`src/rtl/tick_gen_pkg.sv`:
```
`default_nettype none
// ============================================================================
// Module      : tick_gen_pkg
// Description : Shared types, default parameters and the divisor sanitise
//               helper for the tick_gen clock-enable generator.
// Revision    : 1.0 - initial release
// ============================================================================
package tick_gen_pkg;

    // Run/pause control states
    typedef enum logic {
        ST_PAUSED  = 1'b0,
        ST_RUNNING = 1'b1
    } state_t;

    localparam int          CNT_W_DEF       = 27;
    localparam int unsigned DEFAULT_DIV_DEF = 100000000;

    // A divisor of 0 or 1 both mean "tick every cycle"; storing 1 keeps the
    // terminal-count compare (cnt == div - 1) from wrapping. Operates on a
    // 32-bit value so any divisor width up to 32 can share it.
    function automatic logic [31:0] sanitise_div(input logic [31:0] div);
        return (div < 32'd2) ? 32'd1 : div;
    endfunction

endpackage
`default_nettype wire

```
`src/rtl/sync_2ff.sv`:
```
`default_nettype none
// ============================================================================
// Module      : sync_2ff
// Description : Parameterised-width two-flop synchroniser with asynchronous
//               active-low reset to zero.
// Revision    : 1.0 - initial release
// ============================================================================
module sync_2ff #(
    parameter int WIDTH = 1
) (
    input  logic             i_clk,
    input  logic             i_rst_n,
    input  logic [WIDTH-1:0] i_d,
    output logic [WIDTH-1:0] o_q
);

    logic [WIDTH-1:0] r_meta;
    logic [WIDTH-1:0] r_sync;

    // Two back-to-back flops resolve metastability on asynchronous inputs
    always_ff @(posedge i_clk or negedge i_rst_n) begin
        if (!i_rst_n) begin
            r_meta <= '0;
            r_sync <= '0;
        end else begin
            r_meta <= i_d;
            r_sync <= r_meta;
        end
    end

    assign o_q = r_sync;

endmodule
`default_nettype wire

```
`src/rtl/tick_gen.sv`:
```
`default_nettype none
// ============================================================================
// Module      : tick_gen
// Description : Programmable clock-enable pulse generator. Divides i_clk by a
//               runtime-loadable divisor, with run/pause and single-step.
//               Optional macro TICK_GEN_SYNC_EN adds 2-flop synchronisers on
//               i_run / i_step and rising-edge detection on i_step.
// Revision    : 1.0 - initial release
// ============================================================================
module tick_gen
    import tick_gen_pkg::*;
#(
    parameter int          CNT_W       = CNT_W_DEF,
    parameter int unsigned DEFAULT_DIV = DEFAULT_DIV_DEF
) (
    input  logic             i_clk,
    input  logic             i_rst_n,
    input  logic             i_run,
    input  logic             i_step,
    input  logic             i_div_load,
    input  logic [CNT_W-1:0] i_div_value,
    output logic             o_clk_en,
    output logic             o_running,
    output logic [CNT_W-1:0] o_div
);

    localparam logic [CNT_W-1:0] c_default_div = CNT_W'(sanitise_div(32'(DEFAULT_DIV)));
    localparam logic [CNT_W-1:0] c_one         = {{(CNT_W-1){1'b0}}, 1'b1};

    state_t           r_state;
    logic             r_running;
    logic             r_clk_en;
    logic [CNT_W-1:0] r_cnt;
    logic [CNT_W-1:0] r_div_act;
    logic [CNT_W-1:0] r_div_pend;
    logic             r_div_pend_vld;

    logic             w_run;
    logic             w_step;
    logic             w_active;
    logic             w_term;
    logic [31:0]      w_div_san;
    logic [CNT_W-1:0] w_div_in;

`ifdef TICK_GEN_SYNC_EN
    logic [1:0] w_sync_q;
    logic       r_step_d;

    sync_2ff #(
        .WIDTH (2)
    ) u_sync (
        .i_clk   (i_clk),
        .i_rst_n (i_rst_n),
        .i_d     ({i_run, i_step}),
        .o_q     (w_sync_q)
    );

    // Delayed synchronised step, so a held button yields a single pulse
    always_ff @(posedge i_clk or negedge i_rst_n) begin
        if (!i_rst_n) begin
            r_step_d <= 1'b0;
        end else begin
            r_step_d <= w_sync_q[0];
        end
    end

    assign w_run  = w_sync_q[1];
    assign w_step = w_sync_q[0] & ~r_step_d;
`else
    assign w_run  = i_run;
    assign w_step = i_step;
`endif

    assign w_div_san = sanitise_div(32'(i_div_value));
    assign w_div_in  = w_div_san[CNT_W-1:0];

    // Counting happens on the edge that enters RUNNING and on the edge that
    // leaves it, so a terminal count coinciding with a pause still ticks.
    assign w_active = (r_state == ST_RUNNING) | w_run;
    assign w_term   = (r_cnt == (r_div_act - c_one));

    // Run/pause FSM, divide counter, divisor staging and tick output
    always_ff @(posedge i_clk or negedge i_rst_n) begin
        if (!i_rst_n) begin
            r_state        <= ST_PAUSED;
            r_running      <= 1'b0;
            r_clk_en       <= 1'b0;
            r_cnt          <= '0;
            r_div_act      <= c_default_div;
            r_div_pend     <= '0;
            r_div_pend_vld <= 1'b0;
        end else begin
            r_state   <= w_run ? ST_RUNNING : ST_PAUSED;
            r_running <= w_run;
            if (w_active) begin
                r_clk_en <= w_term;
                if (w_term) begin
                    // New divisor only lands on a period boundary
                    r_cnt          <= '0;
                    r_div_pend_vld <= 1'b0;
                    if (i_div_load) begin
                        r_div_act <= w_div_in;
                    end else if (r_div_pend_vld) begin
                        r_div_act <= r_div_pend;
                    end
                end else begin
                    r_cnt <= r_cnt + c_one;
                    if (i_div_load) begin
                        r_div_pend     <= w_div_in;
                        r_div_pend_vld <= 1'b1;
                    end
                end
            end else begin
                // Paused: phase is held, step gives a one-off tick
                r_clk_en <= w_step;
                if (i_div_load) begin
                    r_div_act      <= w_div_in;
                    r_cnt          <= '0;
                    r_div_pend_vld <= 1'b0;
                end
            end
        end
    end

    assign o_clk_en  = r_clk_en;
    assign o_running = r_running;
    assign o_div     = r_div_act;

endmodule
`default_nettype wire
```
`config.mk`:
```
export PLATFORM = sky130hd
export DESIGN_NAME = tick_gen
export DESIGN_NICKNAME = d
export VERILOG_FILES = /design/src/rtl/tick_gen_pkg.sv /design/src/rtl/sync_2ff.sv /design/src/rtl/tick_gen.sv
export SDC_FILE = /design/constraint.sdc
export NUM_CORES = 1
export LEC_CHECK = 0
export BUFFER_PORTS_ARGS = -buffer_cell sky130_fd_sc_hd__buf_4
export CORE_ASPECT_RATIO = 0.5
export CORE_MARGIN = 2
export CORE_UTILIZATION = 55
export DETAILED_ROUTE_END_ITERATION = 12
export HOLD_SLACK_MARGIN = 0.06
export PLACE_DENSITY = 0.76
export REMOVE_ABC_BUFFERS = 1
export SYNTH_ARGS = -nofsm -noshare
export SYNTH_HDL_FRONTEND = slang
export SYNTH_SLANG_ARGS = --single-unit
```
`constraint.sdc`:
```
create_clock -name i_clk -period 5.06 [get_ports i_clk]
set_input_delay 0.506 -clock i_clk [delete_from_list [all_inputs] [get_ports i_clk]]
set_output_delay 0.506 -clock i_clk [all_outputs]
set_load 0.02 [all_outputs]
```
After elaboration in Yosys (flattened, before gate mapping)
Index checks and enable logic that the tools add are counted.
{"block": "classes", "addsub": 2, "order_cmp": 1, "n_eq_ne": 3, "mux": 15, "bitwise": 2, "n_reduce_logical": 5}
{"operator": "two-way mux 27 bit", "n": 9}
{"operator": "adder 27 x 1 -> 27 bit (second input constant)", "n": 1}
{"operator": "== test 27 bit", "n": 1}
{"operator": "< comparator 27 x 2 -> 1 bit (second input constant)", "n": 1}
{"operator": "subtractor 27 x 1 -> 27 bit (second input constant)", "n": 1}
{"operator": "two-way mux 1 bit", "n": 6}
{"operator": "AND reduction 3 bit", "n": 2}
{"operator": "nonzero test 2 bit", "n": 2}
{"operator": "!= test 3 bit (second input constant)", "n": 1}
{"operator": "!= test 2 x 1 -> 1 bit (second input constant)", "n": 1}
{"operator": "AND reduction 2 bit", "n": 1}
{"operator": "inverter 1 bit", "n": 1}
{"operator": "bitwise OR 1 bit", "n": 1}
{"block": "totals", "register_bits": 85, "in_bits": 32}

Logic depth before layout (Yosys ltp)
{"block": "logic_depth", "depth_word": 5, "ltp_mapped": 14}

Worst setup path after synthesis
Ideal clock, no wire load.
{"block": "synth_timing", "kind": "reg-to-reg", "startpoint": "register r_div_act[0], in the netlist o_div[0]", "endpoint": "register r_div_pend[10]", "setup_time_ps": 125, "t_arrival_ps": 3291, "path_slack_ps": 1644, "path_stages_with_launch": 15, "n_path_buf": 4, "synth_period_minus_slack_ps": 3416, "cell_sequence": "dfrtp_1 > clkbuf_1 > inv_1 > ha_1 > clkbuf_2 > nor3b_1 > nand4_1 > nor4_1 > o22ai_1 > nor4_4 > a41oi_2 > and2_1 > buf_4 > buf_6 > mux2_4"}
{"block": "synth_via", "elab_chain_len": 4}
{"element": "from (decl)", "line": "tick_gen.sv:34", "rtl": "logic [CNT_W-1:0] r_div_act;"}
{"element": "from (signal assigned)", "line": "tick_gen.sv:89", "rtl": "r_div_act <= c_default_div;"}
{"element": "from (signal assigned)", "line": "tick_gen.sv:102", "rtl": "r_div_act <= w_div_in;"}
{"element": "from (signal assigned)", "line": "tick_gen.sv:104", "rtl": "r_div_act <= r_div_pend;"}
{"element": "subtractor 27 x 1 -> 27 bit", "line": "tick_gen.sv:80", "rtl": "assign w_term = (r_cnt == (r_div_act - c_one));"}
{"element": "== test 27 bit", "line": "tick_gen.sv:80"}
{"element": "inverter 1 bit (no source line)"}
{"element": "AND reduction 3 bit (no source line)"}
{"element": "to (signal assigned)", "line": "tick_gen.sv:109", "rtl": "r_div_pend <= w_div_in;"}
{"element": "to (decl)", "line": "tick_gen.sv:35", "rtl": "logic [CNT_W-1:0] r_div_pend;"}
No other way between the ends.
A chain may end at the register's enable or synchronous reset.

Worst setup path in the final report
{"block": "layout_timing", "startpoint": "register r_div_act[0], in the netlist o_div[0]", "endpoint": "register r_div_act[7], in the netlist o_div[7]"}
{"block": "layout_via", "elab_chain_len": 4, "elab_cells_between_ends": 5, "classes_between": "1 x add/sub; 3 x eq/ne; 1 x reduce/logical"}
{"element": "subtractor 27 x 1 -> 27 bit (*)", "line": "tick_gen.sv:80"}
{"element": "== test 27 bit (*)", "line": "tick_gen.sv:80"}
{"element": "!= test 3 bit (no source line) or != test 2 x 1 -> 1 bit (tied branches)"}
{"element": "AND reduction 3 bit (no source line) (*)"}
Mark *: on every way between the ends. The rest lies on a longest branch, timed or not.

==> impl_metrics.json <==
{
  "run_status": "completed",
  "nFillCells": 749,
  "cts.reportedPaths.clkPinSlew_ns": 0.07,
  "timing_worst_slew_pin_value_ns": 1.04,
  "drt_pre_antenna_iters": 5,
  "synth.top_cells.by_area": "dfrtp_1, dfstp_2, mux2_4, xor2_1, o221a_1",
  "reg2regPathDepth": 10,
  "synthCells": 480,
  "grt_start_max_net_pins": 74,
  "die_height_um": 71.8,
  "final_cell_count_without_fillers": 651,
  "power.ir.vdd_worst_uv": 196,
  "ctsResizeCount": 0,
  "drtAntennaViolNets": 0,
  "gr-usage-all-layers_pct": 27.0,
  "critical_path_arrival_ns": 4.29,
  "detailedRoute.firstIterationViolations": 329,
  "hold_path_depth": 1,
  "number_of_synthesized_flops_with_an_enable_pin": 0,
  "detail_route.vias_per_cell": 6.31,
  "dpl.cell_count": 634,
  "grt_busiest_layer": "met1",
  "hold_path_startpoint": "i_run",
  "cts-buffers-inserted": 9,
  "startpoint_type": "flop",
  "setup_tns_ns": 0,
  "slew_violations": 0,
  "post_synthesis_area_per_instance_um2": 10.5,
  "yosys_warnings": 0,
  "final_hold_viol_count": 0,
  "dominant_cell_type_by_area_after_synthesis": "dfrtp_1",
  "worstSkewPairLatency_ns": 0.35,
  "avgRoutedWirePerCell_um": 19.9,
  "ys_seq_area_share_pct": 41.8,
  "fmax_mhz": 246,
  "io_buffer_count": 60,
  "timing.critical_path.to_type": "flop",
  "routed_wl_um": 12900,
  "grt_pass1_wl_um": 21000,
  "worstPathRequired_ns": 5.29,
  "synth-async-reset-ratio_pct": 100,
  "design.core.area_um2": 8830,
  "regArea_um2": 2120,
  "yosysTopAreaCellShare_pct": 35.6,
  "reg2reg_from": "o_div[0]",
  "globalRouteMet2Util_pct": 39.4,
  "synth.ff_latch_count": 84,
  "fin_worst_skew_ns": 0.00908,
  "grt_antenna_before_repair": 0,
  "synth.cell_area_um2": 5060,
  "rsz0062_at_grt": "no",
  "boundaryPins": 61,
  "timing.reg2reg.setup_slack_ns": 1.00,
  "gr-total-overflow": 0,
  "number_of_buffers_inserted_for_hold_repair_after_clock_tree_synthesis": 1,
  "slew_headroom_pct": 30.5,
  "clock-root-buffer": "clkbuf_16",
  "die_x_um": 140,
  "ctsHtreeMaxLevel": 3,
  "synth_flop_cell": "dfrtp_1",
  "hold_end": "o_running",
  "number_of_setup_buffers_added_after_cts": 0,
  "final_net_count": 563,
  "drc": 0,
  "antenna_cells": 0,
  "setup_viol_count_final": 0,
  "clk_path_buf_depth": 2,
  "floorplan.die_area_um2": 10000,
  "drive_gt1_share_pct": 27.5,
  "yosys.cell_types.count": 66,
  "holdCritPathClass": "input pin to flop",
  "place_hpwl_um": 9110,
  "final_min_period_over_clock_period_pct": 80.2,
  "vias": 4107,
  "cts_sink_cnt": 84,
  "area_delta_synth_final_pct": 16.0,
  "initial_utilization_pct": 57.3,
  "met3_usage_pct": 5.68,
  "routability_driven_placement_congestion_ratio": 0.887,
  "tritoncts": "yes",
  "overall_power_consumption_mw": 2.04,
  "timing_worst_setup_path_type": "flop to flop",
  "combined_area_of_the_multi_input_logic_cells_um2": 2750,
  "met1_usage_pct": 41.5,
  "timing.max_cap.violations": 0,
  "grt_pass1_vias": 3851,
  "cp_max_fo": 27,
  "r2r_end": "o_div[7]",
  "placement_rows": 24,
  "final_period_minus_worst_setup_slack_ns": 4.06,
  "static-leakage-power_nw": 2.34,
  "power_density_nw_per_um2": 347
}
==> metal layers <==
metal,up-vias,wire (um)
li1,1911,-
met1,2032,6420
met2,146,5580
met3,18,820
met4,0,125
met5,-,0
==> state kept, by name, summed over array words and instances, names as in the netlist <==
signal          cells
r_cnt              27
r_div_pend_vld      1
r_div_pend         27
o_div              27
o_running           1
o_clk_en            1
==> layout by cell type (no fill, tap or decap), drive strengths merged, types with 14 or more instances in the layout <==
cell type and instances:
o21bai 26, nand2 20, buf 67, nor4 16
nand4 14, xor2 29, mux2 30, nand3 14
nor2 28, xnor2 23, nor3 36, dfrtp 72
o221a 27
==> layout make-up <==
cell class                 count  share of cell area (%)
multi-input combinational    356                    46.8
sequential                    84                    36.0
timing repair buffer          68                    8.95
clock buffer                  10                    3.90
tap                          117                    2.49
clock inverter                 6                    1.21
inverter                      10                   0.639
==> cell usage after synthesis, drive strengths merged, types with 2 or more instances <==
library cell	number
xnor2	23
a211oi	3
nor4	16
nor2b	9
mux2	30
mux2i	2
xor2	29
nand3	14
inv	10
o221a	27
nor3b	3
and2	4
o21ai	7
ha	2
and3	4
a31oi	4
nor4b	2
or4	2
nor2	28
dfstp	12
or3	2
o311ai	2
o21bai	26
a21oi	8
a2111oi	2
o21a	3
clkbuf	18
nand3b	4
and4	2
buf	12
o22ai	3
o2111ai	2
dfrtp	72
and3b	2
or2	3
nand2	20
o41ai	2
nor3	36
nand4	14
==> logic make-up after synthesis <==
| logic type | count (synthesis) | synth area share [%] |
|---|---|---|
| compound gates | 101 | 17.1 |
| xor+xnor | 52 | 9.00 |
| fa+ha+maj | 2 | 0.494 |
| buf+inv | 40 | 3.96 |
| flops | 84 | 41.8 |
| mux | 32 | 8.48 |
| simple gates | 169 | 19.2 |
==> worst max-delay path, stage by stage (launching register included) <==
cell     delay, ns
dfrtp_1       0.49
inv_1         0.10
ha_1          0.32
nor3b_1       0.41
nand4_1       0.20
nor4_1        0.44
o22ai_1       0.18
nor4_4        0.39
nand4_1       0.16
or3b_1        0.82
o221a_2       0.43
==> worst max path at each step <==
stage / startpoint / end / slack [ns] / depth (start not counted)
2_1_floorplan: o_div[0] / r_div_pend[1] / 0.77 / 10
3_3_place_gp: o_div[0] / o_div[9] / 1.24 / 10
3_5_place_dp: o_div[0] / o_div[10] / 1.10 / 10
4_1_cts: o_div[0] / o_div[7] / 1.09 / 10
5_1_grt: o_div[0] / o_div[11] / 0.75 / 10
6_report: o_div[0] / o_div[7] / 1.00 / 10
==> power breakdown <==
| group | switching [mW] | internal, mW |
|---|---|---|
| Combinational | 0.227 | 0.235 |
| Sequential | 0.140 | 0.765 |
| Clock | 0.286 | 0.387 |
| Total | 0.653 | 1.39 |
==> metrics by stage <==
| stage | setup WS (ns) | util, % | cell area, um2 | hold WS (ns) |
|---|---|---|---|---|
| after floorplan | 0.767 | - | 4900 | 0.210 |
| after global placement | 1.24 | 63.0 | 5560 | 0.344 |
| after detailed placement | 1.10 | 63.0 | 5560 | 0.346 |
| after CTS | 1.09 | 66.5 | 5870 | 0.278 |
| after global routing | 0.748 | 66.5 | 5870 | 0.284 |
| final | 1.00 | 66.5 | 5870 | 0.284 |
Power figures use the tool's default switching activity.
